### config.mk
export PLATFORM = sky130hd
export DESIGN_NAME = hazard_ctrl
export DESIGN_NICKNAME = d
export VERILOG_FILES = /design/src/rtl/hazard_pkg.sv /design/src/rtl/hazard_scoreboard.sv /design/src/rtl/hazard_ctrl.sv
export SDC_FILE = /design/constraint.sdc
export NUM_CORES = 1
export LEC_CHECK = 0
export CORE_UTILIZATION = 46
export CTS_CLUSTER_DIAMETER = 200
export DETAILED_ROUTE_END_ITERATION = 12
export PLACE_DENSITY = 0.82
export SLEW_MARGIN = 40
export SYNTH_ARGS = -nofsm -noshare
export SYNTH_HDL_FRONTEND = slang
export SYNTH_SLANG_ARGS = --single-unit
### constraint.sdc
create_clock -name clk -period 5.35 [get_ports clk]
set_clock_uncertainty 0.1 [all_clocks]
set_input_delay 0.8025 -clock clk [delete_from_list [all_inputs] [get_ports clk]]
set_output_delay 0.8025 -clock clk [all_outputs]
set_load 0.01 [all_outputs]
### src/rtl/hazard_pkg.sv
// hazard_pkg: shared encodings for the ID-stage hazard controller.
// Latency: n/a (types, constants and a pure function only).
// Backpressure: n/a. Optional statistics in hazard_ctrl are enabled by macro HAZ_STATS_EN.
package hazard_pkg;

  // Operand source selects carried into ID/EX with the instruction
  localparam logic [1:0] FWD_RF    = 2'b00;  // register file (write-before-read covers WB)
  localparam logic [1:0] FWD_EXMEM = 2'b01;  // ALU result sitting in EX/MEM
  localparam logic [1:0] FWD_MEMWB = 2'b10;  // result sitting in MEM/WB

  // Load-use stall FSM
  typedef enum logic {
    ST_RUN   = 1'b0,
    ST_STALL = 1'b1
  } state_t;

  // Operand forwarding priority: the youngest producer (EX) wins over MEM.
  function automatic logic [1:0] fwd_sel(input logic use_src,
                                         input logic ex_hit,
                                         input logic mem_hit);
    logic [1:0] sel;
    sel = FWD_RF;
    if (use_src) begin
      if (ex_hit) begin
        sel = FWD_EXMEM;
      end else if (mem_hit) begin
        sel = FWD_MEMWB;
      end
    end
    return sel;
  endfunction

endpackage

### src/rtl/hazard_scoreboard.sv
// hazard_scoreboard: tracks {dest, wen, load} of the instructions in EX, MEM and WB.
// Latency: entries advance one stage per clock; match outputs are combinational.
// Backpressure: a bubble (pass=0) shifts an all-zero entry into EX so it never matches.
module hazard_scoreboard
  import hazard_pkg::*;
#(
  parameter int REG_AW = 5
) (
  input  logic              clk,
  input  logic              rst,
  input  logic              pass,
  input  logic [REG_AW-1:0] id_dest,
  input  logic              id_w_enable,
  input  logic              id_is_load,
  input  logic [REG_AW-1:0] id_rs,
  input  logic [REG_AW-1:0] id_rt,
  output logic              ex_match_rs,
  output logic              ex_match_rt,
  output logic              mem_match_rs,
  output logic              mem_match_rt,
  output logic              ex_is_load
);

  logic [REG_AW-1:0] ex_dest_q, ex_dest_d;
  logic              ex_wen_q, ex_wen_d;
  logic              ex_load_q, ex_load_d;
  logic [REG_AW-1:0] mem_dest_q, mem_dest_d;
  logic              mem_wen_q, mem_wen_d;
  logic              mem_load_q, mem_load_d;
  logic [REG_AW-1:0] wb_dest_q, wb_dest_d;
  logic              wb_wen_q, wb_wen_d;
  logic              wb_load_q, wb_load_d;

  // Next entries: EX takes the ID instruction or a zeroed bubble, older stages shift
  always_comb begin
    ex_dest_d  = pass ? id_dest : '0;
    ex_wen_d   = pass & id_w_enable;
    ex_load_d  = pass & id_is_load;
    mem_dest_d = ex_dest_q;
    mem_wen_d  = ex_wen_q;
    mem_load_d = ex_load_q;
    wb_dest_d  = mem_dest_q;
    wb_wen_d   = mem_wen_q;
    wb_load_d  = mem_load_q;
  end

  // Stage registers, cleared to "nothing in flight" on reset
  always_ff @(posedge clk) begin
    if (rst) begin
      ex_dest_q  <= '0;
      ex_wen_q   <= 1'b0;
      ex_load_q  <= 1'b0;
      mem_dest_q <= '0;
      mem_wen_q  <= 1'b0;
      mem_load_q <= 1'b0;
      wb_dest_q  <= '0;
      wb_wen_q   <= 1'b0;
      wb_load_q  <= 1'b0;
    end else begin
      ex_dest_q  <= ex_dest_d;
      ex_wen_q   <= ex_wen_d;
      ex_load_q  <= ex_load_d;
      mem_dest_q <= mem_dest_d;
      mem_wen_q  <= mem_wen_d;
      mem_load_q <= mem_load_d;
      wb_dest_q  <= wb_dest_d;
      wb_wen_q   <= wb_wen_d;
      wb_load_q  <= wb_load_d;
    end
  end

  // Register 0 is hard-wired, so it never counts as a match
  assign ex_match_rs  = ex_wen_q  && (ex_dest_q  == id_rs) && (id_rs != '0);
  assign ex_match_rt  = ex_wen_q  && (ex_dest_q  == id_rt) && (id_rt != '0);
  assign mem_match_rs = mem_wen_q && (mem_dest_q == id_rs) && (id_rs != '0);
  assign mem_match_rt = mem_wen_q && (mem_dest_q == id_rt) && (id_rt != '0);
  assign ex_is_load   = ex_load_q;

  // The regfile writes before it reads, so the WB entry (and the MEM load flag)
  // have no consumer here; they stay to keep the pipeline picture complete.
  logic wb_unused;
  assign wb_unused = ^{wb_dest_q, wb_wen_q, wb_load_q, mem_load_q};

endmodule

### src/rtl/hazard_ctrl.sv
// hazard_ctrl: ID-stage load-use stall and forwarding control for the ID/EX bubble mux.
// Latency: all outputs combinational from scoreboard/FSM state and ID inputs (zero cycles).
// Backpressure: on load-use holds PC and IF/ID and bubbles ID/EX for LOAD_USE_STALLS cycles.
// Optional: define HAZ_STATS_EN to add saturating stall_count / fwd_count output ports.
module hazard_ctrl
  import hazard_pkg::*;
#(
  parameter int REG_AW          = 5,
  parameter int LOAD_USE_STALLS = 1
) (
  input  logic              clk,
  input  logic              rst,
  input  logic [REG_AW-1:0] id_rs,
  input  logic [REG_AW-1:0] id_rt,
  input  logic              id_uses_rs,
  input  logic              id_uses_rt,
  input  logic              id_is_store,
  input  logic [REG_AW-1:0] id_dest,
  input  logic              id_w_enable,
  input  logic              id_is_load,
  output logic              buble_mux_ctrl,
  output logic              pc_write,
  output logic              ifid_write,
  output logic [1:0]        fwd_ctrl_a,
  output logic [1:0]        fwd_ctrl_b,
  output logic              fwd_dm_ctrl
`ifdef HAZ_STATS_EN
  ,
  output logic [31:0]       stall_count,
  output logic [31:0]       fwd_count
`endif
);

  localparam int CNT_W = $clog2(LOAD_USE_STALLS) + 1;

  logic ex_match_rs, ex_match_rt, mem_match_rs, mem_match_rt, ex_is_load;
  logic load_use;

  state_t           state_q, state_d;
  logic [CNT_W-1:0] cnt_q, cnt_d;

  hazard_scoreboard #(
    .REG_AW(REG_AW)
  ) u_scoreboard (
    .clk          (clk),
    .rst          (rst),
    .pass         (buble_mux_ctrl),
    .id_dest      (id_dest),
    .id_w_enable  (id_w_enable),
    .id_is_load   (id_is_load),
    .id_rs        (id_rs),
    .id_rt        (id_rt),
    .ex_match_rs  (ex_match_rs),
    .ex_match_rt  (ex_match_rt),
    .mem_match_rs (mem_match_rs),
    .mem_match_rt (mem_match_rt),
    .ex_is_load   (ex_is_load)
  );

  // A load in EX feeding an ALU operand; store data is covered by fwd_dm_ctrl instead
  assign load_use = ex_is_load &
                    ((id_uses_rs & ex_match_rs) | (id_uses_rt & ex_match_rt));

  // FSM state and remaining-bubble counter
  always_ff @(posedge clk) begin
    if (rst) begin
      state_q <= ST_RUN;
      cnt_q   <= '0;
    end else begin
      state_q <= state_d;
      cnt_q   <= cnt_d;
    end
  end

  // Next state: the first bubble is issued from RUN, any extra ones from STALL
  always_comb begin
    state_d = state_q;
    cnt_d   = cnt_q;
    case (state_q)
      ST_RUN: begin
        if (load_use && (LOAD_USE_STALLS > 1)) begin
          state_d = ST_STALL;
          cnt_d   = CNT_W'(LOAD_USE_STALLS - 1);
        end
      end
      ST_STALL: begin
        cnt_d = cnt_q - CNT_W'(1);
        if (cnt_q == CNT_W'(1)) begin
          state_d = ST_RUN;
        end
      end
      default: begin
        state_d = ST_RUN;
        cnt_d   = '0;
      end
    endcase
  end

  // Outputs: pass/bubble and forwarding selects; reset forces a clean pass-through
  always_comb begin
    buble_mux_ctrl = 1'b1;
    fwd_ctrl_a     = FWD_RF;
    fwd_ctrl_b     = FWD_RF;
    fwd_dm_ctrl    = 1'b0;
    if (!rst) begin
      buble_mux_ctrl = (state_q == ST_RUN) && !load_use;
      fwd_ctrl_a     = fwd_sel(id_uses_rs, ex_match_rs, mem_match_rs);
      fwd_ctrl_b     = fwd_sel(id_uses_rt, ex_match_rt, mem_match_rt);
      fwd_dm_ctrl    = id_is_store & ex_is_load & ex_match_rt;
    end
  end

  // PC and IF/ID freeze exactly when ID/EX gets a bubble
  assign pc_write   = buble_mux_ctrl;
  assign ifid_write = buble_mux_ctrl;

`ifdef HAZ_STATS_EN
  logic [31:0] stall_count_q, stall_count_d;
  logic [31:0] fwd_count_q, fwd_count_d;

  // Saturating event counters: bubble cycles, and passing cycles that forward an operand
  always_comb begin
    stall_count_d = stall_count_q;
    fwd_count_d   = fwd_count_q;
    if (!buble_mux_ctrl && (stall_count_q != '1)) begin
      stall_count_d = stall_count_q + 32'd1;
    end
    if (buble_mux_ctrl && ((fwd_ctrl_a != FWD_RF) || (fwd_ctrl_b != FWD_RF)) &&
        (fwd_count_q != '1)) begin
      fwd_count_d = fwd_count_q + 32'd1;
    end
  end

  // Counter registers
  always_ff @(posedge clk) begin
    if (rst) begin
      stall_count_q <= '0;
      fwd_count_q   <= '0;
    end else begin
      stall_count_q <= stall_count_d;
      fwd_count_q   <= fwd_count_d;
    end
  end

  assign stall_count = stall_count_q;
  assign fwd_count   = fwd_count_q;
`endif

endmodule
==> run metrics, run 1 <==
YS warnings=0; fin nets=around 140; CP bufs+invs=2; critical-path cell list=clkdlybuf4s50_1, or4_4, o211ai_2, nor3_2, o31ai_2, clkdlybuf4s50_1; post-synthesis register bit count=15; Fin Setup TNS=0 ns; unrepaired setup endpoints after global routing=false; Total GRT Usage=0.203; total global routing overflow=0; endpoint class of the critical path=primary output; Fin Hold WS=0.355 ns; Worst slew margin=0.652; CP Data Required Time=approximately 4.5 ns; syn avg cell area=between 9 and 10 um2; CTS Root Cell=clkbuf_4; Final min period=between 3 and 4 ns; Iter 0 DRT Violations=10; Slew Limit Fails=0; kind of critical path=in -> out; vias in the first global route=717; Largest delay share family, worst path=buffers and inverters; startpoint types=input port; H-Tree Level Count=1; Hold Buf Count CTS=0; GPL Wtd Cong=between 0.7 and 0.8; CTS-repair resized insts=0; WL final=1650 um; Die H=between 40 and 50 um; cell count after synthesis=89; Die ar.=roughly 0.0020 mm2; Avg Vias per Cell=just under 5; Clock Path Buffers=2; Clock Sinks=15; # IOs=30; Layout area overhead=39.5%; initial antenna violation count=0; fraction of layout cells with a size suffix above 1=0.109; Max FO, Critical Path=8; Max Cap Viol=0; Post-route DRC=0; total number of vias=just under 700; Worst Max-Slew Pin Slew=around 0.52 ns; status=complete, no violations; Distinct cells, synth=24; pin count of the biggest net entering global routing=15; Worst path max stage delay=about 0.6 ns; net count after synthesis=around 110; critical path data arrival time=around 3.0 ns; fin cells=143; final setup fails=0; CTS tree=done; starting density of the core=0.520; first-pass GRT wire length=just over 3000 um; total power draw=between 0.2 and 0.25 mW; mapped cell area=830 um2; WL per Instance=around 12 um; maximum VDD drop=~0.17 mV; Post-CTS Repair Setup Buffers=0; Pleak=between 0.3 and 0.4 nW; Row Count=14; DRT antenna net count=0; slowest cell on the critical path=clkdlybuf4s50_1; Pre-antenna DRT Iters=2; Num CTS Buffers=3; Hold Fails Final Rpt=0; PD cells=between 150 and 200 mW/mm2; Die W=between 40 and 50 um; Achievable Freq=between 0.2 and 0.3 GHz; input/output buffers=29; clk_lat worst skew=around 0.27 ns; sequential fraction of the synthesis area=0.362; CORE AREA=0.00159 mm2; total inserted antenna cells=0; CP dominant cell by count=clkdlybuf4s50_1; DP Worst Slack=between 1 and 1.5 ns; Final Cycle Share=0.727; clock-pin slew on the worst setup and hold paths=roughly 0.080 ns; worst setup margin=about 1.5 ns; dpl hpwl=1400 um; placed cell count=roughly 140; min-delay worst type=reg -> reg
[cell usage in the layout, fill, tap and decap left out, drive strengths merged]
cell           Yosys  final
clkbuf             1      4
clkdlybuf4s50      0     29
dfxtp             15     15
inv                1      1
nand2             12     12
nand3              1      1
nand4              4      4
nor2               3      3
nor2b              6      6
nor3              10     10
nor3b              2      2
nor4               2      2
nor4b              2      2
o211ai             1      1
o21ai              1      1
o31ai              1      1
or2                1      1
or4                3      3
xnor2             17     17
xor2               4      4
[registers in the layout, indices dropped and copies added, names as in the netlist]
name,flops
cnt_q,1
state_q,1
u_scoreboard.ex_dest_q,5
u_scoreboard.ex_is_load,1
u_scoreboard.ex_wen_q,1
u_scoreboard.mem_dest_q,5
u_scoreboard.mem_wen_q,1
[cell usage after synthesis]
| master | number | area share |
|---|---|---|
| nand3_1 | 1 | 0.0060 |
| o211ai_2 | 1 | 0.015 |
| nor4_1 | 1 | 0.0075 |
| nor3_1 | 9 | 0.054 |
| nor4b_1 | 1 | 0.011 |
| inv_1 | 1 | 0.0045 |
| nor2b_1 | 6 | 0.045 |
| xnor2_1 | 17 | 0.18 |
| o31ai_2 | 1 | 0.015 |
| nor2_1 | 2 | 0.0091 |
| or4_4 | 3 | 0.041 |
| clkbuf_1 | 1 | 0.0045 |
| nor3_2 | 1 | 0.012 |
| nand2_1 | 12 | 0.054 |
| nand4_1 | 4 | 0.030 |
| nor3b_1 | 2 | 0.018 |
| nor4_4 | 1 | 0.026 |
| o21ai_0 | 1 | 0.0060 |
| dfxtp_1 | 15 | 0.36 |
| or2_2 | 1 | 0.0075 |
| buf_4 | 2 | 0.018 |
| nor2_4 | 1 | 0.014 |
| nor4b_2 | 1 | 0.018 |
| xor2_1 | 4 | 0.042 |
[power breakdown]
group	leakage (nW)	switching [mW]	total (mW)	internal [mW]
clock	0.0150	0.0311	0.0599	0.0288
combinational	0.250	0.0179	0.0446	0.0267
sequential	0.124	0.00471	0.121	0.116
[through the flow]
step,area (um2),util
finish,1160,0.726
global route,1160,0.726
CTS,1160,0.726
detailed placement,1130,0.710
global placement,1130,0.710
floorplan,830,-
[worst register-to-register path, cell delays in order, from the launching register on]
cell and delay, ns:
dfxtp_1 0.41, xnor2_1 0.14, nand4_1 0.14, nor3_2 0.48
nor3_1 0.13
[path summary, 6_finish.rpt]
check	startpoint	to	slack, ns	cells past startpoint
worst max-delay path	id_rs[2]	pc_write	1.46	6
worst min-delay path	cnt_q	state_q	0.35	1
worst max register to register	u_scoreboard.ex_dest_q[2]	u_scoreboard.ex_dest_q[2]	3.81	4
worst min register to register	cnt_q	state_q	0.35	1
[per-layer routing]
metal | vias up | share of wire | global-route usage
met5 | - | 0 | 0
met4 | 0 | 0.0097 | 0.0727
met3 | 2 | 0.040 | 0.0163
met2 | 21 | 0.50 | 0.374
met1 | 309 | 0.45 | 0.244
li1 | 363 | - | -
[final cells by class]
type | instances | area (um2)
fill | 133 | 437
sequential | 15 | 300
inverter | 1 | 3.75
clock buffer | 4 | 26.3
multi-input combinational | 70 | 507
timing repair buffer | 29 | 290
tap | 24 | 30.0
[cells by family (layout without fill, tap and decap cells)]
family	count (synthesis)	count (layout)	share of synthesized area
simple gates	46	46	0.353
flops	15	15	0.362
compound gates	3	3	0.0362
xor+xnor	21	21	0.222
buf+inv	4	34	0.0271
(Power assumes the default switching activity.)
==> run 2: changes to the inputs <==
--- a/config.mk
+++ b/config.mk
@@ -5,10 +5,10 @@
 export SDC_FILE = /design/constraint.sdc
 export NUM_CORES = 1
 export LEC_CHECK = 0
-export CORE_UTILIZATION = 46
+export CORE_UTILIZATION = 43
 export CTS_CLUSTER_DIAMETER = 200
 export DETAILED_ROUTE_END_ITERATION = 12
-export PLACE_DENSITY = 0.82
+export PLACE_DENSITY = 0.77
 export SLEW_MARGIN = 40
 export SYNTH_ARGS = -nofsm -noshare
 export SYNTH_HDL_FRONTEND = slang
==> constraint.sdc (replaced) <==
create_clock -name clk -period 3.9 [get_ports clk]
set_clock_uncertainty 0.1 [all_clocks]
set_input_delay 0.585 -clock clk [delete_from_list [all_inputs] [get_ports clk]]
set_output_delay 0.585 -clock clk [all_outputs]
set_load 0.01 [all_outputs]
==> run 2 against run 1 <==
Critical path depth unchanged; hold slack worse by 0.012 ns; sequential share of layout area hardly changed; global-route usage fell by 3.8 points; critical path type unchanged; critical endpoint unchanged; largest power group unchanged.
==> run metrics, run 2 (synthesis gave the netlist of run 1 again) <==
critical-path cell list=clkdlybuf4s50_1, or4_4, o211ai_2, nor3_2, o31ai_2, clkdlybuf4s50_1 (unchanged); Slew Limit Fails=0 (unchanged); Final Cycle Share=0.888; Worst path max stage delay=0.59 ns (about the same); Worst Max-Slew Pin Slew=0.491 ns (was 0.518 ns); Iter 0 DRT Violations=13 (was 10); Fin Setup TNS=0 ns (unchanged); RR Startpoint=u_scoreboard.ex_dest_q[2] (unchanged); Die ar.=0.00211 mm2 (was 0.00198 mm2); dpl hpwl=1390 um (was 1400 um); fin nets=142 (unchanged); first-pass GRT wire length=2480 um (was 3020 um); status=complete, no violations (unchanged); Post-CTS Repair Setup Buffers=0 (unchanged); Achievable Freq=about 0.29 GHz; Worst slew margin=0.671 (was 0.652); clock-pin slew on the worst setup and hold paths=0.08 ns (about the same); FF-to-FF End=u_scoreboard.ex_dest_q[2] (unchanged); biggest regs=u_scoreboard.ex_dest_q x5, u_scoreboard.mem_dest_q x5 (unchanged); CP bufs+invs=2 (unchanged); Pre-antenna DRT Iters=4 (was 2); Layout area overhead=39.7% (was 39.5%); PD cells=268 mW/mm2 (was 195 mW/mm2); most frequent cells in the layout=29 x clkdlybuf4s50_1, 17 x xnor2_1, 15 x dfxtp_1 (unchanged); register area=300 um2 (unchanged); commonest non-fill, non-tap cell in the layout=clkdlybuf4s50_1 (unchanged); slowest cell on the critical path=clkdlybuf4s50_1 (unchanged); initial antenna violation count=0 (unchanged); hold endpoint=state_q (unchanged); H-Tree Level Count=1 (unchanged); Post-route DRC=0 (unchanged); DRT antenna net count=0 (unchanged); CORE AREA=0.00176 mm2 (was 0.00159 mm2); total inserted antenna cells=0 (unchanged); final setup fails=0 (unchanged); unrepaired setup endpoints after global routing=false (unchanged); area of the multi-input gates=507 um2 (unchanged); worst reg2reg path depth=4 (unchanged); WL per Instance=11.2 um (was 11.6 um); flop2flop setup slack=2.39 ns (was 3.81 ns); CP Data Required Time=3.21 ns (was 4.45 ns); fraction of layout cells with a size suffix above 1=0.109 (unchanged); WL final=1620 um (was 1650 um); Final min period=roughly 3.5 ns; Max Cap Viol=0 (unchanged); Clock Sinks=15 (unchanged); Clock Path Buffers=2 (unchanged); fillers=162 (was 133); min-delay worst type=reg -> reg (unchanged); input/output buffers=29 (unchanged); maximum VDD drop=0.219 mV (was 0.172 mV); Num CTS Buffers=3 (unchanged); Die H=45.9 um (was 44.5 um); Row Count=15 (was 14); CP dominant cell by count=clkdlybuf4s50_1 (unchanged); CTS-repair resized insts=0 (unchanged); Final Core Density=0.657 (was 0.726); vias in the first global route=620 (was 717); Largest delay share family, worst path=buffers and inverters (unchanged); Pleak=0.389 nW (unchanged); endpoint class of the critical path=primary output (unchanged); critical path data arrival time=2.78 ns (was 2.99 ns); Max FO, Critical Path=8 (unchanged); Total GRT Usage=0.165 (was 0.203); clk_lat worst skew=0.28 ns (was 0.27 ns); Hold Crit Start=cnt_q (unchanged); # IOs=30 (unchanged); starting density of the core=0.470 (was 0.520); startpoint types=input port (unchanged); Hold Path Depth=1 (unchanged); Die W=45.9 um (was 44.5 um); Hold Buf Count CTS=0 (unchanged); pin count of the biggest net entering global routing=15 (unchanged); CTS tree=done (unchanged); Hold Fails Final Rpt=0 (unchanged); total global routing overflow=0 (unchanged); kind of critical path=in -> out (unchanged); GPL Wtd Cong=0.782 (was 0.777); total number of vias=703 (was 695); Avg Vias per Cell=4.88 (was 4.86); CTS Root Cell=clkbuf_4 (unchanged)
==> run 2: power breakdown <==
group	switching, mW	internal, mW
Combinational	0.0250	0.0367
Clock	0.0439	0.0397
Sequential	0.00616	0.160
Total	0.0750	0.236
==> run 2: routing by layer <==
metal  vias to the layer above  global-route usage  wire, um
li1                        365                   -         -
met1                       305               0.195       678
met2                        28               0.293       820
met3                         5              0.0119        87
met4                         0              0.0882        32
met5                         -                   0         0
==> run 2: worst reg2reg max path, delay by kind of cell (launching register included) <==
kind                      cells  cell delay (ns)
xor gates and xnor gates      1             0.14
DFF                           1             0.38
and+or+nand+nor               3             0.76
==> run 2: worst max path at each step <==
stage | start | endpoint | slack [ns] | cells past startpoint
3_5_place_dp | id_rs[2] | pc_write | 0.41 | 6
6_report | id_rs[2] | pc_write | 0.44 | 6
2_1_floorplan | id_rs[2] | ifid_write | 1.31 | 5
4_1_cts | id_rs[2] | pc_write | 0.41 | 6
3_3_place_gp | id_rs[2] | buble_mux_ctrl | 0.48 | 6
5_1_grt | id_rs[2] | buble_mux_ctrl | 0.33 | 6
==> run 2: area by class of cell <==
cell class,instances,share of cell area
Timing Repair Buffer,29,0.251
Sequential cell,15,0.259
Inverter,1,0.00324
Clock buffer,4,0.0227
Tap cell,25,0.0270
Multi-Input combinational cell,70,0.437
==> run 2: stage by stage <==
| step | total power, mW | setup WS, ns | hold WS, ns | instances | cell area (um2) |
|---|---|---|---|---|---|
| detailed placement | 0.231 | 0.411 | 0.333 | 140 | 1130 |
| global route | 0.328 | 0.328 | 0.361 | 144 | 1160 |
| floorplan | 0.199 | 1.31 | 0.320 | 89 | 830 |
| CTS | 0.314 | 0.411 | 0.346 | 144 | 1160 |
| finish | 0.311 | 0.436 | 0.343 | 144 | 1160 |
| global placement | 0.230 | 0.479 | 0.324 | 140 | 1130 |
==> run 3: changes to the inputs <==
--- a/config.mk
+++ b/config.mk
@@ -5,10 +5,11 @@
 export SDC_FILE = /design/constraint.sdc
 export NUM_CORES = 1
 export LEC_CHECK = 0
-export CORE_UTILIZATION = 43
+export CORE_UTILIZATION = 42
+export CTS_BUF_LIST = sky130_fd_sc_hd__clkbuf_8
 export CTS_CLUSTER_DIAMETER = 200
 export DETAILED_ROUTE_END_ITERATION = 12
-export PLACE_DENSITY = 0.77
+export PLACE_DENSITY = 0.76
 export SLEW_MARGIN = 40
 export SYNTH_ARGS = -nofsm -noshare
 export SYNTH_HDL_FRONTEND = slang
==> run 3 against run 2 <==
Power grew 11%; hold slack hardly changed; via count rose by 1.6%; clock power grew 40%; cell area grew 2.3%.
==> run metrics, run 3 (synthesis gave the netlist of run 1 again) <==
dpl hpwl=1440 um (was 1390 um); Fin Setup TNS=0 ns (unchanged); final setup fails=0 (unchanged); vias in the first global route=655 (was 620); Layout area overhead=42.8% (was 39.7%); Avg Vias per Cell=4.92 (was 4.88); clock-pin slew on the worst setup and hold paths=0.06 ns (was 0.08 ns); fraction of layout cells with a size suffix above 1=0.117 (was 0.109); maximum VDD drop=0.190 mV (was 0.219 mV); unrepaired setup endpoints after global routing=false (unchanged); starting density of the core=0.465 (was 0.470); critical path data arrival time=2.77 ns (was 2.78 ns); fin cells=145 (was 144); Post-CTS Repair Setup Buffers=0 (unchanged); Num CTS Buffers=3 (unchanged); Iter 0 DRT Violations=5 (was 13); Pre-antenna DRT Iters=4 (unchanged); most frequent cells in the layout=29 x clkdlybuf4s50_1, 17 x xnor2_1, 15 x dfxtp_1 (unchanged); Worst Max-Slew Pin Slew=0.487 ns (was 0.491 ns); # IOs=30 (unchanged); register area=300 um2 (unchanged); fillers=144 (was 162); Clock Sinks=15 (unchanged); CORE AREA=0.00178 mm2 (was 0.00176 mm2); CTS tree=done (unchanged); kind of critical path=in -> out (unchanged); Die W=46.4 um (was 45.9 um); biggest regs=u_scoreboard.ex_dest_q x5, u_scoreboard.mem_dest_q x5 (unchanged); GPL Wtd Cong=0.784 (was 0.782); endpoint class of the critical path=primary output (unchanged); Hold Fails Final Rpt=0 (unchanged); startpoint types=input port (unchanged); pin count of the biggest net entering global routing=9 (was 15); WL final=1680 um (was 1620 um); input/output buffers=29 (unchanged); Pleak=0.406 nW (was 0.389 nW); Final min period=3.45 ns (was 3.46 ns); WL per Instance=11.6 um (was 11.2 um); first-pass GRT wire length=2660 um (was 2480 um); total global routing overflow=0 (unchanged); status=complete, no violations (unchanged); Final Cycle Share=0.885 (was 0.888); CTS Root Cell=clkbuf_8 (was clkbuf_4); clk_lat worst skew=0.24 ns (was 0.28 ns); area of the multi-input gates=507 um2 (unchanged); Max Cap Viol=0 (unchanged); worst setup margin=0.450 ns (was 0.436 ns); H-Tree Level Count=1 (unchanged); Hold Buf Count CTS=0 (unchanged); Cell Area, Placed=0.00114 mm2 (was 0.00113 mm2); commonest non-fill, non-tap cell in the layout=clkdlybuf4s50_1 (unchanged); DP Worst Slack=0.442 ns (was 0.411 ns); min-delay worst type=reg -> reg (unchanged); total inserted antenna cells=0 (unchanged); Die ar.=0.00216 mm2 (was 0.00211 mm2); fin nets=143 (was 142); Die H=46.4 um (was 45.9 um); total number of vias=714 (was 703); DRT antenna net count=0 (unchanged); Row Count=15 (unchanged); Total GRT Usage=0.180 (was 0.165); Max FO, Critical Path=8 (unchanged); Slew Limit Fails=0 (unchanged); Clock Path Buffers=2 (unchanged); Worst slew margin=0.673 (was 0.671); CTS-repair resized insts=0 (unchanged); Post-route DRC=0 (unchanged); placed cell count=141 (was 140); Fin Hold WS=0.343 ns (about the same); post-route cell area=0.00118 mm2 (was 0.00116 mm2); CP Data Required Time=3.21 ns (about the same); initial antenna violation count=0 (unchanged); PD cells=292 mW/mm2 (was 268 mW/mm2); Achievable Freq=0.290 GHz (was 0.289 GHz)
[run 3: changes by cell type in the layout (fill, tap and decap cells not counted), sizes merged]
cell    before  now
clkbuf       4    3
inv          1    2
buf          0    1
[run 3: worst max-delay path: stages]
cell             delay [ns]
clkdlybuf4s50_1        0.48
or4_4                  0.56
o211ai_2               0.16
nor3_2                 0.10
o31ai_2                0.28
clkdlybuf4s50_1        0.59
[run 3: final timing paths]
path                                  start                        end  slack [ns]  depth (start not counted)
hold / removal                        cnt_q                    state_q        0.34                          1
setup / recovery                   id_rs[3]                 ifid_write        0.45                          6
setup reg to reg  u_scoreboard.ex_dest_q[2]  u_scoreboard.ex_dest_q[2]        2.38                          4
hold reg to reg                       cnt_q                    state_q        0.34                          1
[run 3: power by group]
| group | switching, mW | total, mW | internal [mW] | leakage, nW |
|---|---|---|---|---|
| combinational | 0.0255 | 0.0628 | 0.0373 | 0.255 |
| sequential | 0.00631 | 0.166 | 0.160 | 0.124 |
| clock | 0.0471 | 0.117 | 0.0694 | 0.0269 |
[run 3: area by class of cell]
| cell class | instances | share of cell area |
|---|---|---|
| repair buffers | 30 | 0.251 |
| clock inverters | 1 | 0.00317 |
| inverters | 1 | 0.00317 |
| well taps | 25 | 0.0264 |
| flip-flops and latches | 15 | 0.253 |
| multi-input cells | 70 | 0.428 |
| clock buffers | 3 | 0.0348 |
[run 3: metrics by stage]
step | utilization | total power [mW]
floorplan | - | 0.199
global placement | 0.639 | 0.231
detailed placement | 0.639 | 0.232
CTS | 0.665 | 0.349
global route | 0.665 | 0.364
finish | 0.665 | 0.346
[run 3: per-layer routing]
layer	GRT usage	wire (um)
met5	0	0
met4	0.118	29
met3	0.0235	83
met2	0.311	826
met1	0.203	743
